File: config.mk
export PLATFORM = sky130hd
export DESIGN_NAME = tx_seq_cntrl
export DESIGN_NICKNAME = d
export VERILOG_FILES = /design/src/rtl/tx_seq_pkg.sv /design/src/rtl/tx_period_cnt.sv /design/src/rtl/tx_seq_cntrl.sv
export SDC_FILE = /design/constraint.sdc
export NUM_CORES = 1
export LEC_CHECK = 0
export CORE_UTILIZATION = 40
export DETAILED_ROUTE_END_ITERATION = 12
export PLACE_DENSITY = 0.55
export SLEW_MARGIN = 40
export SYNTH_ARGS = -nofsm -noshare
export SYNTH_HDL_FRONTEND = slang
export SYNTH_SLANG_ARGS = --single-unit
File: constraint.sdc
create_clock -name clk -period 3.9 [get_ports clk]
set_clock_uncertainty 0.15 [all_clocks]
set_input_delay 1.17 -clock clk [delete_from_list [all_inputs] [get_ports clk]]
set_output_delay 1.17 -clock clk [all_outputs]
set_load 0.1 [all_outputs]
File: src/rtl/tx_seq_pkg.sv
// Shared definitions for the TX sequence controller: FSM state encoding,
// default parameter values and small helpers used by the controller.
package tx_seq_pkg;

  // Default parameter values for tx_seq_cntrl
  localparam int DEF_DATA_W    = 16;
  localparam int DEF_PERIOD    = 4096;
  localparam int DEF_START_CNT = 3000;
  localparam int DEF_NUM_WORDS = 4;
  localparam int DEF_SEED      = 0;

  // FSM state encoding (plain constants for compatibility with older tools)
  localparam int         ST_W    = 2;
  localparam logic [1:0] ST_IDLE = 2'd0;
  localparam logic [1:0] ST_RUN  = 2'd1;
  localparam logic [1:0] ST_SEND = 2'd2;

  // True for every state in which the sequencer owns the frame
  function automatic logic st_is_busy(input logic [ST_W-1:0] st);
    return (st != ST_IDLE);
  endfunction

endpackage : tx_seq_pkg

File: src/rtl/tx_period_cnt.sv
// Frame counter: counts 0..PERIOD-1 and wraps, can be cleared, and can be
// held at its terminal value while a burst overruns the frame.
module tx_period_cnt
  import tx_seq_pkg::*;
#(
  parameter  int PERIOD = DEF_PERIOD,
  localparam int CNT_W  = $clog2(PERIOD)
) (
  input  logic             clk,
  input  logic             rst_n,
  input  logic             i_clr,
  input  logic             i_step,
  input  logic             i_freeze,
  output logic [CNT_W-1:0] o_cnt,
  output logic             o_at_max
);

  localparam logic [CNT_W-1:0] CNT_MAX = CNT_W'(PERIOD - 1);

  logic [CNT_W-1:0] r_cnt;
  logic             w_at_max;

  assign w_at_max = (r_cnt == CNT_MAX);

  // Advance, wrap, hold at the terminal count, or clear the frame count
  always_ff @(posedge clk or negedge rst_n) begin
    if (!rst_n) begin
      r_cnt <= '0;
    end else if (i_clr) begin
      r_cnt <= '0;
    end else if (i_step) begin
      if (w_at_max) begin
        r_cnt <= i_freeze ? r_cnt : '0;
      end else begin
        r_cnt <= r_cnt + CNT_W'(1);
      end
    end
  end

  assign o_cnt    = r_cnt;
  assign o_at_max = w_at_max;

endmodule : tx_period_cnt

File: src/rtl/tx_seq_cntrl.sv
// TX sequence controller: frames time into PERIOD-cycle windows, emits an
// SPI reset pulse at the start of each frame and a NUM_WORDS burst of
// incrementing words (with valid/ready handshake) from count START_CNT.
module tx_seq_cntrl
  import tx_seq_pkg::*;
#(
  parameter int                DATA_W    = DEF_DATA_W,
  parameter int                PERIOD    = DEF_PERIOD,
  parameter int                START_CNT = DEF_START_CNT,
  parameter int                NUM_WORDS = DEF_NUM_WORDS,
  parameter logic [DATA_W-1:0] SEED      = DATA_W'(DEF_SEED)
) (
  input  logic              clk,
  input  logic              rst_n,
  input  logic              en,
  input  logic              mode,
  input  logic              start,
  input  logic              tx_ready,
  output logic              spi_reset,
  output logic [DATA_W-1:0] tx_data,
  output logic              dv,
  output logic              busy,
  output logic              burst_done,
  output logic              overrun
);

  localparam int CNT_W = $clog2(PERIOD);
  localparam int NW_W  = $clog2(NUM_WORDS + 1);

  localparam logic [CNT_W-1:0] CNT_START = CNT_W'(START_CNT);
  localparam logic [NW_W-1:0]  NW_LAST   = NW_W'(NUM_WORDS - 1);

  // FSM and control registers
  logic [ST_W-1:0]   r_state;
  logic              r_mode_lat;   // mode captured when leaving IDLE
  logic              r_shot_done;  // one-shot frame has finished its burst
  logic              r_abort;      // en dropped during SEND, finish current word
  logic              r_frozen;     // frame counter held at its last value
  logic [NW_W-1:0]   r_nword;      // words accepted in the current burst
  logic [DATA_W-1:0] r_wcnt;       // running word counter, survives frames

  // Output registers
  logic              r_spi_reset;
  logic [DATA_W-1:0] r_tx_data;
  logic              r_dv;
  logic              r_busy;
  logic              r_burst_done;
  logic              r_overrun;

  // Combinational control
  logic [ST_W-1:0]   w_next_state;
  logic [CNT_W-1:0]  w_cnt;
  logic              w_at_max;
  logic              w_at_start;
  logic              w_accept;
  logic              w_last;
  logic              w_stop;
  logic              w_cnt_clr;
  logic              w_cnt_step;
  logic              w_cnt_freeze;
  logic              w_hold_max;
  logic              w_burst_ok;

  assign w_at_start = (w_cnt == CNT_START);
  assign w_accept   = (r_state == ST_SEND) && r_dv && tx_ready;
  assign w_last     = (r_nword == NW_LAST);
  assign w_stop     = !en || r_abort;
  assign w_burst_ok = w_accept && w_last && !w_stop;

  // Next-state selection; exits from SEND only happen on an accepted word
  always_comb begin
    w_next_state = r_state;
    case (r_state)
      ST_IDLE: begin
        if (en && (!mode || start)) begin
          w_next_state = ST_RUN;
        end else begin
          w_next_state = ST_IDLE;
        end
      end
      ST_RUN: begin
        if (!en) begin
          w_next_state = ST_IDLE;
        end else if (w_at_start && !(r_mode_lat && r_shot_done)) begin
          w_next_state = ST_SEND;
        end else if (r_mode_lat && r_shot_done && w_at_max) begin
          w_next_state = ST_IDLE;
        end else begin
          w_next_state = ST_RUN;
        end
      end
      ST_SEND: begin
        if (!w_accept) begin
          w_next_state = ST_SEND;
        end else if (w_stop) begin
          w_next_state = ST_IDLE;
        end else if (!w_last) begin
          w_next_state = ST_SEND;
        end else if (r_mode_lat && w_at_max) begin
          // one-shot burst that overran the frame ends the shot right here
          w_next_state = ST_IDLE;
        end else begin
          w_next_state = ST_RUN;
        end
      end
      default: begin
        w_next_state = ST_IDLE;
      end
    endcase
  end

  // Frame counter clears on the way to IDLE and freezes while SEND persists
  assign w_cnt_clr    = (w_next_state == ST_IDLE);
  assign w_cnt_step   = (r_state != ST_IDLE);
  assign w_cnt_freeze = (r_state == ST_SEND) && (w_next_state == ST_SEND);
  assign w_hold_max   = w_cnt_freeze && w_at_max;

  tx_period_cnt #(
    .PERIOD (PERIOD)
  ) u_period_cnt (
    .clk      (clk),
    .rst_n    (rst_n),
    .i_clr    (w_cnt_clr),
    .i_step   (w_cnt_step),
    .i_freeze (w_cnt_freeze),
    .o_cnt    (w_cnt),
    .o_at_max (w_at_max)
  );

  // State register, busy flag and the mode captured at frame start
  always_ff @(posedge clk or negedge rst_n) begin
    if (!rst_n) begin
      r_state    <= ST_IDLE;
      r_busy     <= 1'b0;
      r_mode_lat <= 1'b0;
    end else begin
      r_state <= w_next_state;
      r_busy  <= st_is_busy(w_next_state);
      if ((r_state == ST_IDLE) && (w_next_state == ST_RUN)) begin
        r_mode_lat <= mode;
      end
    end
  end

  // Burst bookkeeping flags: one-shot completion and pending en-abort
  always_ff @(posedge clk or negedge rst_n) begin
    if (!rst_n) begin
      r_shot_done <= 1'b0;
      r_abort     <= 1'b0;
    end else begin
      if (w_next_state == ST_IDLE) begin
        r_shot_done <= 1'b0;
      end else if (w_burst_ok) begin
        r_shot_done <= 1'b1;
      end
      // r_abort feeds w_stop, so it stays set until SEND is left
      r_abort <= (r_state == ST_SEND) && (w_next_state == ST_SEND) && w_stop;
    end
  end

  // Frame-level pulses: SPI reset after count 0, overrun on first frozen cycle
  always_ff @(posedge clk or negedge rst_n) begin
    if (!rst_n) begin
      r_spi_reset <= 1'b0;
      r_frozen    <= 1'b0;
      r_overrun   <= 1'b0;
    end else begin
      r_spi_reset <= (r_state != ST_IDLE) && (w_cnt == '0);
      r_frozen    <= w_hold_max;
      r_overrun   <= w_hold_max && !r_frozen;
    end
  end

  // Word datapath: present the word counter, advance on each accepted word
  always_ff @(posedge clk or negedge rst_n) begin
    if (!rst_n) begin
      r_wcnt       <= SEED;
      r_nword      <= '0;
      r_tx_data    <= '0;
      r_dv         <= 1'b0;
      r_burst_done <= 1'b0;
    end else begin
      r_burst_done <= w_burst_ok;
      if ((r_state == ST_RUN) && (w_next_state == ST_SEND)) begin
        r_dv      <= 1'b1;
        r_tx_data <= r_wcnt;
        r_nword   <= '0;
      end else if (w_accept) begin
        r_wcnt  <= r_wcnt + DATA_W'(1);
        r_nword <= r_nword + NW_W'(1);
        if (w_next_state == ST_SEND) begin
          r_tx_data <= r_wcnt + DATA_W'(1);
        end else begin
          r_dv      <= 1'b0;
          r_tx_data <= '0;
        end
      end
    end
  end

  assign spi_reset  = r_spi_reset;
  assign tx_data    = r_tx_data;
  assign dv         = r_dv;
  assign busy       = r_busy;
  assign burst_done = r_burst_done;
  assign overrun    = r_overrun;

endmodule : tx_seq_cntrl

# Yosys cells after proc, flatten, opt, wreduce, memory -nomap -nowiden
# Cells that the tools add are included.
# Widths: inputs -> output; s select.
totals:
  in_bits: 6
  output_inout_bits: 21
  register_bits: 58
op_classes:
  add_sub_neg: 3
  n_eq_ne: 9
  n_mux: 23
  bitwise: 1
  reduce_logical: 34
op_table:
  columns: ["operator", "n"]
  rows:
  - ["$mux 12", 4]
  - ["$mux 16", 3]
  - ["$eq 12x12->1 const B", 2]
  - ["$add 16x1->16 const B", 1]
  - ["$logic_and 1x1->1", 16]
  - ["$add 12x1->12 const B", 1]
  - ["$logic_not 12->1", 1]
  - ["$mux 2", 5]
  - ["$reduce_bool 2->1", 5]
  - ["$mux 1", 8]
  - ["$mux 3", 2]
  - ["$pmux 2 s3", 1]
  - ["$reduce_and 2->1", 3]
  - ["$logic_not 1->1", 5]
  - ["$eq 2x1->1 const B", 2]
  - ["$eq 2x2->1 const B", 2]
  - ["$logic_not 2->1", 2]
  - ["$add 3x1->3 const B", 1]
  - ["$eq 3x2->1 const B", 1]
  - ["$ne 3x2->1 const B", 1]
  - ["$logic_or 1x1->1", 2]
  - ["$ne 2x1->1 const B", 1]
  - ["$not 1->1", 1]

# Logic depth before layout (Yosys ltp)
logic_depth:
  word_depth: 13
  depth_mapped: 9
  ltp_nobuf: 7

# Hierarchy
# From an unflattened synthesis, not the netlist that was laid out.
hier_totals:
  cells_unflattened: 303
  hier_area_um2: 3019.1
by_module_without_submodules:
  columns: ["module", "area_each_um2", "n_inst", "seq_area_each_um2", "cells_per_inst"]
  rows:
  - ["tx_seq_cntrl", 2294.7, 1, 1151.1, 232]
  - ["tx_period_cnt", 724.4, 1, 300.3, 71]

# Worst setup path before layout
# No wires, ideal clock.
synth_path:
  kind: "input to register"
  startpoint: "input port en"
  endpoint: "register u_period_cnt.r_cnt[2] (netlist: u_period_cnt.o_cnt[2])"
  arrival_ns: 2.306
  path_slack_ns: 1.318
  required_time_ns: 3.624
  stages: 6
  path_cell_list: "nor3b_1 o211ai_1 buf_2 a31o_2 nor3b_1 a221o_1"
synth_between:
  elab_chain_cells: 9
  word_cells_on_any_way: 15
  cone_classes: "2 x eq/ne; 6 x mux; 7 x reduce/logical"
synth_lines:
  columns: ["element", "line", "source"]
  rows:
  - ["start, declared", "tx_seq_cntrl.sv:15", "input logic en,"]
  - ["$logic_not 1->1", null, null]
  - ["$logic_or 1x1->1", "tx_seq_cntrl.sv:67", "assign w_stop = !en || r_abort;"]
  - ["$mux 2", "tx_seq_cntrl.sv:95", "end else if (w_stop) begin"]
  - ["$mux 2", "tx_seq_cntrl.sv:93", "if (!w_accept) begin"]
  - ["$pmux 2 s3 (*)", "tx_seq_cntrl.sv:73", "case (r_state)"]
  - ["$eq 2x2->1", "tx_seq_cntrl.sv:115", "assign w_cnt_freeze = (r_state == ST_SEND) && (w_next_state == ST_SEND);"]
  - ["$logic_and 1x1->1", "tx_seq_cntrl.sv:115", null]
  - ["$ne 3x2->1 (no line)", null, null]
  - ["$reduce_and 2->1 (no line)", null, null]
  - ["end signal, assigned", "tx_period_cnt.sv:33", "r_cnt <= i_freeze ? r_cnt : '0;"]
  - ["end signal, assigned", "tx_period_cnt.sv:35", "r_cnt <= r_cnt + CNT_W'(1);"]
  - ["end, declared", "tx_period_cnt.sv:20", "logic [CNT_W-1:0] r_cnt;"]
# Mark *: on every way between the ends. The rest lies on a longest branch, timed or not.
# A chain may end at the register's enable or synchronous reset.

# Final worst setup path
layout_path:
  startpoint: "input port en"
  endpoint: "register u_period_cnt.r_cnt[10] (netlist: u_period_cnt.o_cnt[10])"
# The elaborated chain is that of the path after synthesis.

==> flow_metrics.tcl <==
set metrics [dict create \
    status "finished clean" \
    cts_tree "yes" \
    gp_congestion 0.8263 \
    syn-num-nets 335 \
    crit_arrival_ps 3130 \
    crit_required_ps 4020 \
    power_density_nw_per_um2 394.0 \
    period_share 0.7711 \
    die_h_um 89.33 \
    grt_max_degree 49 \
    drc 0 \
    ctsLongestPathBuffers 2 \
    cp-end-kind "flip-flop" \
    dieArea_um2 7979 \
    synth_seq_area_share 0.4758 \
    syn_inst 324 \
    hold_viol 0 \
    die_x_um 89.33 \
    ys_ff_latch 58 \
    clockPowerShare 0.491 \
    drt_iter0_markers 185 \
    track_usage 0.1968 \
    pin_count 27 \
    grt_pass1_vias 2267 \
    num_vias 2453 \
    placeableCoreArea_um2 7331 \
    combPwrFrac 0.070 \
    reg2reg_depth 8 \
    tns_ps 0 \
    grt_first_pass_wirelength_um 11540 \
    p_int_mw 1.098 \
    clockRootBuffer "clkbuf_8" \
    first_pass_iters 4 \
    numCtsBuffers 9 \
    finalMaxSlewViolations 0 \
    power_switching_mw 0.3165 \
    drive_gt1_frac 0.1586 \
    start_util 0.4161 \
    area_delta_synth_final_pct 17.68 \
    grt_setup_unrepaired "no" \
    ctsResizeCount 0 \
    ys.flop_type "dfrtp_1" \
    start_kind "primary input" \
    syn-cell-area_um2 3050 \
    total_leakage_power_nw 1.643 \
    maxCapViolations 0 \
    dp_hpwl_um 4769 \
    n_antenna_cell 0 \
    tightest_slew_ps 619.3 \
    p_sw_frac 0.2238 \
    final_cell_mix "58 x dfrtp_1, 34 x nand2_1, 29 x buf_4, 28 x nor2_1, 24 x o21ai_0" \
    seq_power_share 0.439 \
    grt_antenna_before_repair 0 \
    cts.sinks 58 \
    crit_type "primary input to flip-flop" \
    grt_overflow 0 \
    maxSlewHeadroom 0.5872 \
    avgSynthCellArea_um2 9.415 \
    port-buffer-count 26 \
    ys_warn_count 0 \
    post-cts-setup-buffers 0 \
    worstPathMaxFanout 13 \
    h-tree-depth 3 \
    hold_buffers 0 \
    n_fill_cell 681 \
    post-route-util 0.4897 \
    min_path_cells 1 \
    wl_per_cell_um 15.21 \
    async_flop_share 1.000 \
    p_total_mw 1.414 \
    setup_violations 0 \
    ant_nets 0 \
    drt-total-wl_um 6873 \
    synth_edf_count 0 \
    fin_hold_ws_ps 285.7 \
    synth.distinct_cells 57 \
    nets 359 \
    irDropWorstVdd_mv 0.1777 \
    final_common_cell "dfrtp_1" \
    period_needed_ps 3007 \
    rrSetupSlack_ps 1460 \
    min_path_type "flip-flop to flip-flop" \
    rows 31 \
    fmax_ghz 0.3325 \
    path_clk_slew_ps 60 \
    clk_latency_ps 340 \
    viasPerCell 5.427 \
]
## registers in the layout, summed over array words and instances (netlist names), 2 cells and up
| register | count |
|---|---|
| u_period_cnt.o_cnt | 12 |
| tx_data | 16 |
| r_state | 2 |
| r_nword | 3 |
| r_wcnt | 16 |
## metrics by stage
stage	cell area (um2)	std cells	setup WS (ps)
5_1_grt	3590	452	696.4
6_report	3590	452	892.8
2_1_floorplan	3050	324	1318
3_5_place_dp	3338	436	586.8
3_3_place_gp	3336	436	552.9
4_1_cts	3590	452	912.3
## power groups by stage
stage                     sequential [mW]  combinational, mW  clock (mW)
after global placement              0.633              0.101           0
after global routing                0.623              0.110       0.740
after detailed placement            0.633              0.102           0
after CTS                           0.621              0.102       0.714
after floorplan                     0.655             0.0392           0
final                               0.621             0.0997       0.694
## per-layer routing
metal	vias to the layer above	routed length, um	track usage
li1	1216	-	-
met1	1182	3595	0.2860
met2	46	2891	0.2755
met3	9	255	0.03878
met4	0	130	0.1025
met5	-	0	0
## area by class of cell
cell class                      instances  area, um2  share of cell area
Tap cell                               99      123.9             0.03451
Timing Repair Buffer                   33      257.7             0.07180
Clock buffer                           11      151.4             0.04217
Inverter                               12      45.04             0.01255
Multi-Input combinational cell        234       1460              0.4068
Sequential cell                        58       1451              0.4043
Clock inverter                          5      100.1             0.02788
## cell usage after synthesis, drive strengths merged, types with 2 or more instances
library cell | count | area [um2]
a21o | 2 | 15.01
a21oi | 10 | 50.05
a22o | 4 | 35.03
a22oi | 7 | 52.55
a31o | 4 | 35.04
a31oi | 6 | 43.79
a32oi | 2 | 17.52
and2 | 5 | 31.28
and3 | 7 | 43.79
and4 | 4 | 35.03
buf | 9 | 52.55
clkbuf | 11 | 41.29
dfrtp | 58 | 1451
ha | 5 | 62.56
inv | 12 | 45.04
nand2 | 34 | 127.6
nand3 | 18 | 95.09
nand4 | 10 | 92.59
nor2 | 28 | 105.1
nor2b | 3 | 18.77
nor3 | 9 | 45.04
nor3b | 3 | 22.52
nor4 | 2 | 12.51
o211ai | 2 | 15.01
o21ai | 30 | 165.2
o22ai | 3 | 18.77
o31ai | 2 | 15.01
or3 | 2 | 12.51
xnor2 | 9 | 78.83
xor2 | 6 | 52.55
## path summary, 6_finish.rpt
check,from,endpoint
max,en,u_period_cnt.o_cnt[10]
min,r_frozen,overrun
max reg2reg,r_nword[0],u_period_cnt.o_cnt[10]
min reg2reg,r_frozen,overrun
max in group asynchronous,rst_n,tx_data[11]
min in group asynchronous,rst_n,u_period_cnt.o_cnt[4]
## logic make-up after synthesis
family | count (synthesis) | synth area share
and+or+nand+nor | 133 | 0.2334
adders and majority gates | 5 | 0.02051
xor gates and xnor gates | 15 | 0.04307
muxes | 1 | 0.003282
DFF | 58 | 0.4758
buffers and inverters | 32 | 0.04553
AOI/OAI and AO/OA | 80 | 0.1784
## critical path: stages
cell and delay (ps):
clkdlybuf4s50_1 540, nor3b_1 270, o211ai_1 140, buf_4 210, o21ai_2 470, a22o_1 230
a31o_1 90
Power figures use the tool's default switching activity.
